[config.mk]
export PLATFORM = sky130hd
export DESIGN_NAME = seven_seg_scan
export DESIGN_NICKNAME = d
export VERILOG_FILES = /design/src/rtl/seven_seg_scan_pkg.sv /design/src/rtl/seven_seg_scan_timer.sv /design/src/rtl/seven_seg_scan.sv
export SDC_FILE = /design/constraint.sdc
export NUM_CORES = 1
export LEC_CHECK = 0
export BUFFER_PORTS_ARGS = -buffer_cell sky130_fd_sc_hd__buf_2
export CORE_MARGIN = 2
export CORE_UTILIZATION = 40
export CTS_CLUSTER_DIAMETER = 120
export DETAILED_ROUTE_END_ITERATION = 7
export PLACE_DENSITY = 0.56
export SLEW_MARGIN = 20
export SYNTH_ARGS = -nofsm -noshare
export SYNTH_HDL_FRONTEND = slang
export SYNTH_SLANG_ARGS = --single-unit
[constraint.sdc]
create_clock -name clk -period 7.7 [get_ports clk]
set_input_delay 0.385 -clock clk [delete_from_list [all_inputs] [get_ports clk]]
set_output_delay 0.385 -clock clk [all_outputs]
set_load 0.02 [all_outputs]
[src/rtl/seven_seg_scan_pkg.sv]
// Shared constants for the multiplexed seven-segment scanner.
// Digit enables are active-low; DIGIT_ON is the level that lights a digit.
package seven_seg_scan_pkg;

  localparam int NUM_DIGITS_DEF  = 8;
  localparam int REFRESH_DIV_DEF = 50000;
  localparam int DATA_W          = 32;
  localparam int NIB_W           = 4;

  localparam logic DIGIT_ON  = 1'b0;
  localparam logic DIGIT_OFF = ~DIGIT_ON;

  function automatic int idx_width(input int n);
    return (n > 1) ? $clog2(n) : 1;
  endfunction

  function automatic int div_width(input int d);
    return (d > 1) ? $clog2(d) : 1;
  endfunction

endpackage

[src/rtl/seven_seg_scan_timer.sv]
// Refresh divider plus digit counter: tick on each divider wrap, idx is the
// digit being scanned, frame_end marks the wrap that closes the last digit.
module scan_timer
  import seven_seg_scan_pkg::*;
#(
  parameter int NUM_DIGITS  = NUM_DIGITS_DEF,
  parameter int REFRESH_DIV = REFRESH_DIV_DEF
) (
  input  logic                                clk,
  input  logic                                clr,
  output logic                                tick,
  output logic [idx_width(NUM_DIGITS)-1:0]    idx,
  output logic                                frame_end
);

  localparam int IDX_W = idx_width(NUM_DIGITS);
  localparam int DIV_W = div_width(REFRESH_DIV);

  localparam logic [DIV_W-1:0] DIV_LAST = DIV_W'(REFRESH_DIV - 1);
  localparam logic [IDX_W-1:0] IDX_LAST = IDX_W'(NUM_DIGITS - 1);

  logic [DIV_W-1:0] div_q, div_d;
  logic [IDX_W-1:0] idx_q, idx_d;
  logic             wrap;
  logic             last_digit;

  always_comb begin
    wrap       = (div_q == DIV_LAST);
    last_digit = (idx_q == IDX_LAST);

    div_d = div_q + DIV_W'(1);
    idx_d = idx_q;
    if (wrap) begin
      div_d = '0;
      idx_d = last_digit ? '0 : idx_q + IDX_W'(1);
    end
  end

  always_ff @(posedge clk or posedge clr) begin
    if (clr) begin
      div_q <= '0;
      idx_q <= '0;
    end else begin
      div_q <= div_d;
      idx_q <= idx_d;
    end
  end

  assign tick      = wrap;
  assign idx       = idx_q;
  assign frame_end = wrap & last_digit;

endmodule

[src/rtl/seven_seg_scan.sv]
// Time-multiplexed hex display driver: double-buffered value, frame-aligned
// display updates, optional leading-zero blanking, registered digit outputs.
module seven_seg_scan
  import seven_seg_scan_pkg::*;
#(
  parameter int NUM_DIGITS  = NUM_DIGITS_DEF,
  parameter int REFRESH_DIV = REFRESH_DIV_DEF
) (
  input  logic                              clk,
  input  logic                              clr,
  input  logic                              out_en,
  input  logic [DATA_W-1:0]                 out_data,
  input  logic                              blank_lz,
  output logic [NIB_W-1:0]                  nibble,
  output logic [NUM_DIGITS-1:0]             digit_sel,
  output logic [idx_width(NUM_DIGITS)-1:0]  digit_idx,
  output logic                              frame_done
);

  localparam int IDX_W  = idx_width(NUM_DIGITS);
  localparam int DISP_W = NIB_W * NUM_DIGITS;

  logic             tick;
  logic [IDX_W-1:0] idx;
  logic             frame_end;
  logic             frame_boundary;

  scan_timer #(
    .NUM_DIGITS  (NUM_DIGITS),
    .REFRESH_DIV (REFRESH_DIV)
  ) u_timer (
    .clk       (clk),
    .clr       (clr),
    .tick      (tick),
    .idx       (idx),
    .frame_end (frame_end)
  );

  // A frame only ends on a divider wrap, never mid-slot.
  assign frame_boundary = frame_end & tick;

  logic [DISP_W-1:0] shadow_q, shadow_d;
  logic [DISP_W-1:0] display_q, display_d;

  always_comb begin
    shadow_d  = out_en ? out_data[DISP_W-1:0] : shadow_q;
    // shadow_d already carries a coincident write, so the newest value wins.
    display_d = frame_boundary ? shadow_d : display_q;
  end

  logic [NIB_W-1:0]      digit_nib [NUM_DIGITS];
  logic [NUM_DIGITS-1:0] upper_zero;
  logic [NUM_DIGITS-1:0] sel_hit;

  for (genvar gi = 0; gi < NUM_DIGITS; gi++) begin : g_digit
    assign digit_nib[gi]  = display_q[NIB_W*gi +: NIB_W];
    assign upper_zero[gi] = ~|display_q[DISP_W-1 : NIB_W*gi];
    assign sel_hit[gi]    = (idx == IDX_W'(gi));
  end

  logic                  blanked;
  logic [NIB_W-1:0]      nibble_q, nibble_d;
  logic [NUM_DIGITS-1:0] digit_sel_q, digit_sel_d;
  logic [IDX_W-1:0]      digit_idx_q, digit_idx_d;
  logic                  frame_done_q, frame_done_d;

  always_comb begin
    blanked      = blank_lz && (idx != '0) && upper_zero[idx];
    nibble_d     = digit_nib[idx];
    digit_idx_d  = idx;
    frame_done_d = frame_boundary;
    digit_sel_d  = {NUM_DIGITS{DIGIT_OFF}};
    for (int k = 0; k < NUM_DIGITS; k++) begin
      if (sel_hit[k] && !blanked) begin
        digit_sel_d[k] = DIGIT_ON;
      end
    end
  end

  always_ff @(posedge clk or posedge clr) begin
    if (clr) begin
      shadow_q     <= '0;
      display_q    <= '0;
      nibble_q     <= '0;
      digit_sel_q  <= {NUM_DIGITS{DIGIT_OFF}};
      digit_idx_q  <= '0;
      frame_done_q <= 1'b0;
    end else begin
      shadow_q     <= shadow_d;
      display_q    <= display_d;
      nibble_q     <= nibble_d;
      digit_sel_q  <= digit_sel_d;
      digit_idx_q  <= digit_idx_d;
      frame_done_q <= frame_done_d;
    end
  end

  assign nibble     = nibble_q;
  assign digit_sel  = digit_sel_q;
  assign digit_idx  = digit_idx_q;
  assign frame_done = frame_done_q;

endmodule

==> results by group <==
Timing
  • Final Slew Violations: 0
  • Rel. slew slack: approximately half
  • Worst Skew: 0.0142 ns
  • F_max: just under 400 MHz
  • Final period utilization: between 30 and 40%
  • RSZ-0062 raised after global routing: false
  • Worst-Margin Slew: about 0.77 ns
  • Final hold violation count: 0
  • Final setup violation count: 0
  • Tmin final: 2.55 ns
  • Setup TNS Final: 0 ns

Power and ir drop
  • Sw frac: 23.0%
  • Flop pwr share: around 60%
  • Clk pwr share: around 33%
  • Leak: 2.29 nW
  • Pint: about 0.00072 W
  • Psw: 0.000214 W
  • Peak VDD IR: roughly 0.1 mV
  • Combinational power share: under 10%
  • Cell Pwr Density: 194 mW/mm2

Worst setup path
  • CP required: just under 8 ns
  • CP peak stage delay: 0.63 ns
  • Cell family with most CP delay: simple AND/OR/NAND/NOR gates
  • Setup CP Type: reg2reg
  • Crit-path slowest cell: and4_1
  • Endpoint type of the worst setup path: flip-flop
  • CP startpoint kind: flip-flop
  • CP arrival: 2.79 ns
  • Buffers & Inverters on Critical Path: 0
  • Crit-path max FO: 33
  • Worst-path cell chain: ha_1 -> and3_1 -> and4_1 -> nand2_4 -> mux2_4

Clock tree
  • Clk slew on worst S/H paths: around 0.09 ns
  • Postcts setup bufs: 0
  • CTS Buf Count: 9
  • Root buffer cell: clkbuf_8
  • Clock Path Buffers: 2
  • CTS H-Tree Depth: 3
  • Clk_lat worst skew: ~0.36 ns
  • CTS sink count: 99
  • CTS tree: built

Place
  • Dpl cell area: ~0.0046 mm2
  • Placed Cells: 468
  • Routability congestion estimate: approximately 0.78
  • Post-DP HPWL: 5.17 mm
  • IO Port Bufs: slightly above 50

Final layout
  • Nets@finish: between 300 and 400
  • Multi-input logic area: approximately 0.0017 mm2
  • P&R area growth vs syn: 12.6%
  • Register area: 0.00249 mm2
  • Layout cells sized above 1: 42.1%
  • Diodes inserted: 0
  • Non-filler instance count after layout: roughly 490
  • Fin area: slightly below 0.005 mm2
  • Filler instances: 960

Global routing
  • First-pass GRT wire length: 12.8 mm
  • Grt total ovfl: 0
  • Total GRT Usage: approximately 14%
  • Largest net degree at the start of global routing: 86
  • Number of antenna violations at the first check in global routing: 0
  • Vias in the first global route: 2534

Route
  • Initial DRC count: around 120
  • Via count: around 2400
  • Vias/cell: about 5
  • Post-route antenna net violation count: 0
  • Drt total wl: around 7.5 mm
  • DRC Markers: 0
  • First-pass iteration count of the detailed router: 4
  • Wirelength per Cell: about 15 um

Die
  • Rows: 37
  • Initial Util: roughly 41%
  • Die Area: about 0.012 mm2
  • Die height: around 110 um
  • IO Count: 52
  • Die width: roughly 110 um
  • Core Box Area: a little over 0.01 mm2

Synthesis
  • Cell Area, Synth: about 0.0043 mm2
  • Post-Synthesis Cells: between 200 and 300
  • Mapped Nets: 337
  • EDFF count, synth: 0
  • Syn avg cell area: 14.5 um2
  • Fraction of registers with async set/reset: 100%
  • Flops & latches, synth: 99
  • Top cell type's share of synthesized area: between 50% and 60%
  • Ys flop type: dfrtp_1
  • Sequential fraction of the synthesis area: between 50 and 60%
  • Cell variety after synth: 38
  • Synth top area cells: dfrtp_1 (53%), mux2_4 (10%), mux2_2 (8.4%)
  • Cell taking the most area after synthesis: dfrtp_1
  • Syn. warnings: 0

Flow run
  • Max-Cap Viols: 0

Outcome
  • Status: finished clean

Min path
  • Hold Crit Class: in2reg
## repair_timing
| item | CTS | global route |
|---|---|---|
| hold buffers | 1 | 0 |
| gates resized for setup | 0 | 0 |
| hold endpoints to repair | 14 | 0 |
## metrics by stage
step | setup WS, ns | hold WS [ns] | power [W] | util, %
after floorplan | 4.74 | 0.378 | 0.000615 | -
after global placement | 5.31 | 0.313 | 0.000640 | 44.6
after detailed placement | 5.20 | 0.314 | 0.000641 | 44.6
after CTS | 5.17 | 0.251 | 0.000951 | 46.4
after global routing | 5.00 | 0.253 | 0.000984 | 46.4
final | 5.15 | 0.271 | 0.000933 | 46.4
## cells in the final DEF, fill, tap and decap left out, drive strengths merged, types with 2 or more instances in the layout
cell type  Yosys  layout
dfrtp         91      91
mux2          64      64
buf           11      52
nand2         23      23
clkbuf         3      12
nor2          11      11
mux4           8       8
dfstp          8       8
xnor2          7       7
ha             7       7
inv            7       7
nor4           6       6
nand3          5       5
a21oi          5       5
xor2           5       5
o21ai          5       5
o31ai          4       4
or4            4       4
and4           3       3
nand4          3       3
and3           2       2
clkinv         0       2
clkinvlp       0       2
## worst paths after layout
| check | from | end | slack [ns] | depth (start not counted) |
|---|---|---|---|---|
| max reg2reg | u_timer.div_q[0]$_DFF_PP0_ | display_q[17]$_DFFE_PP0P_ | 5.15 | 5 |
| max in group asynchronous | clr | display_q[31]$_DFFE_PP0P_ | 6.23 | 4 |
| min reg2reg | shadow_q[3]$_DFF_PP0_ | shadow_q[3]$_DFF_PP0_ | 0.49 | 1 |
| min | out_data[3] | shadow_q[3]$_DFF_PP0_ | 0.27 | 2 |
| max | u_timer.div_q[0]$_DFF_PP0_ | display_q[17]$_DFFE_PP0P_ | 5.15 | 5 |
| min in group asynchronous | clr | shadow_q[29]$_DFF_PP0_ | 0.48 | 3 |
## metal layers
| layer | vias up | routed length (um) | track usage (%) |
|---|---|---|---|
| li1 | 1143 | - | - |
| met1 | 1240 | 3790 | 21.0 |
| met2 | 44 | 3300 | 20.6 |
| met3 | 9 | 262 | 3.33 |
| met4 | 0 | 114 | 5.49 |
| met5 | - | 0 | 0 |
## cells by family after synthesis
family,count (synthesis),share of synthesized area [%]
flops,99,58.2
mux,72,23.6
simple gates,64,8.10
buf+inv,21,2.72
compound gates,19,2.90
xor+xnor,12,2.46
fa+ha+maj,7,2.05
## cell type report
cell class / count / share of cell area [%]
Tap cell: 136 / 3.53
Clock buffer: 12 / 3.22
Clock inverter: 4 / 0.520
Multi-Input combinational cell: 174 / 34.7
Timing Repair Buffer: 53 / 5.74
Inverter: 7 / 0.598
Sequential cell: 99 / 51.6
## cells in the mapped netlist, types with 2 or more instances
cell type,number
ha_1,7
a21oi_1,5
xnor2_1,7
nand4_1,3
and4_1,3
and3_1,2
mux4_2,8
inv_1,7
buf_6,3
mux2_1,3
buf_4,2
nand3_1,5
o21ai_0,5
or4_1,4
buf_2,6
clkbuf_1,3
mux2_4,29
dfstp_2,8
nand2_1,22
mux2_2,32
nor2_1,11
dfrtp_1,91
o31ai_1,4
xor2_1,5
nor4_1,6
## flip-flops by register name, summed over array words and instances (netlist names)
name,cells
digit_sel,8
u_timer.div_q,16
nibble,4
display_q,32
frame_done,1
u_timer.idx,3
shadow_q,32
digit_idx,3
## power groups by stage
stage          sequential [W]  clock [W]  combinational (W)
4_1_cts              0.000558   0.000318          0.0000740
3_3_place_gp         0.000568          0          0.0000721
2_1_floorplan        0.000565          0          0.0000508
5_1_grt              0.000561   0.000342          0.0000806
6_report             0.000558   0.000303          0.0000716
3_5_place_dp         0.000568          0          0.0000730
Power figures use the tool's default switching activity.
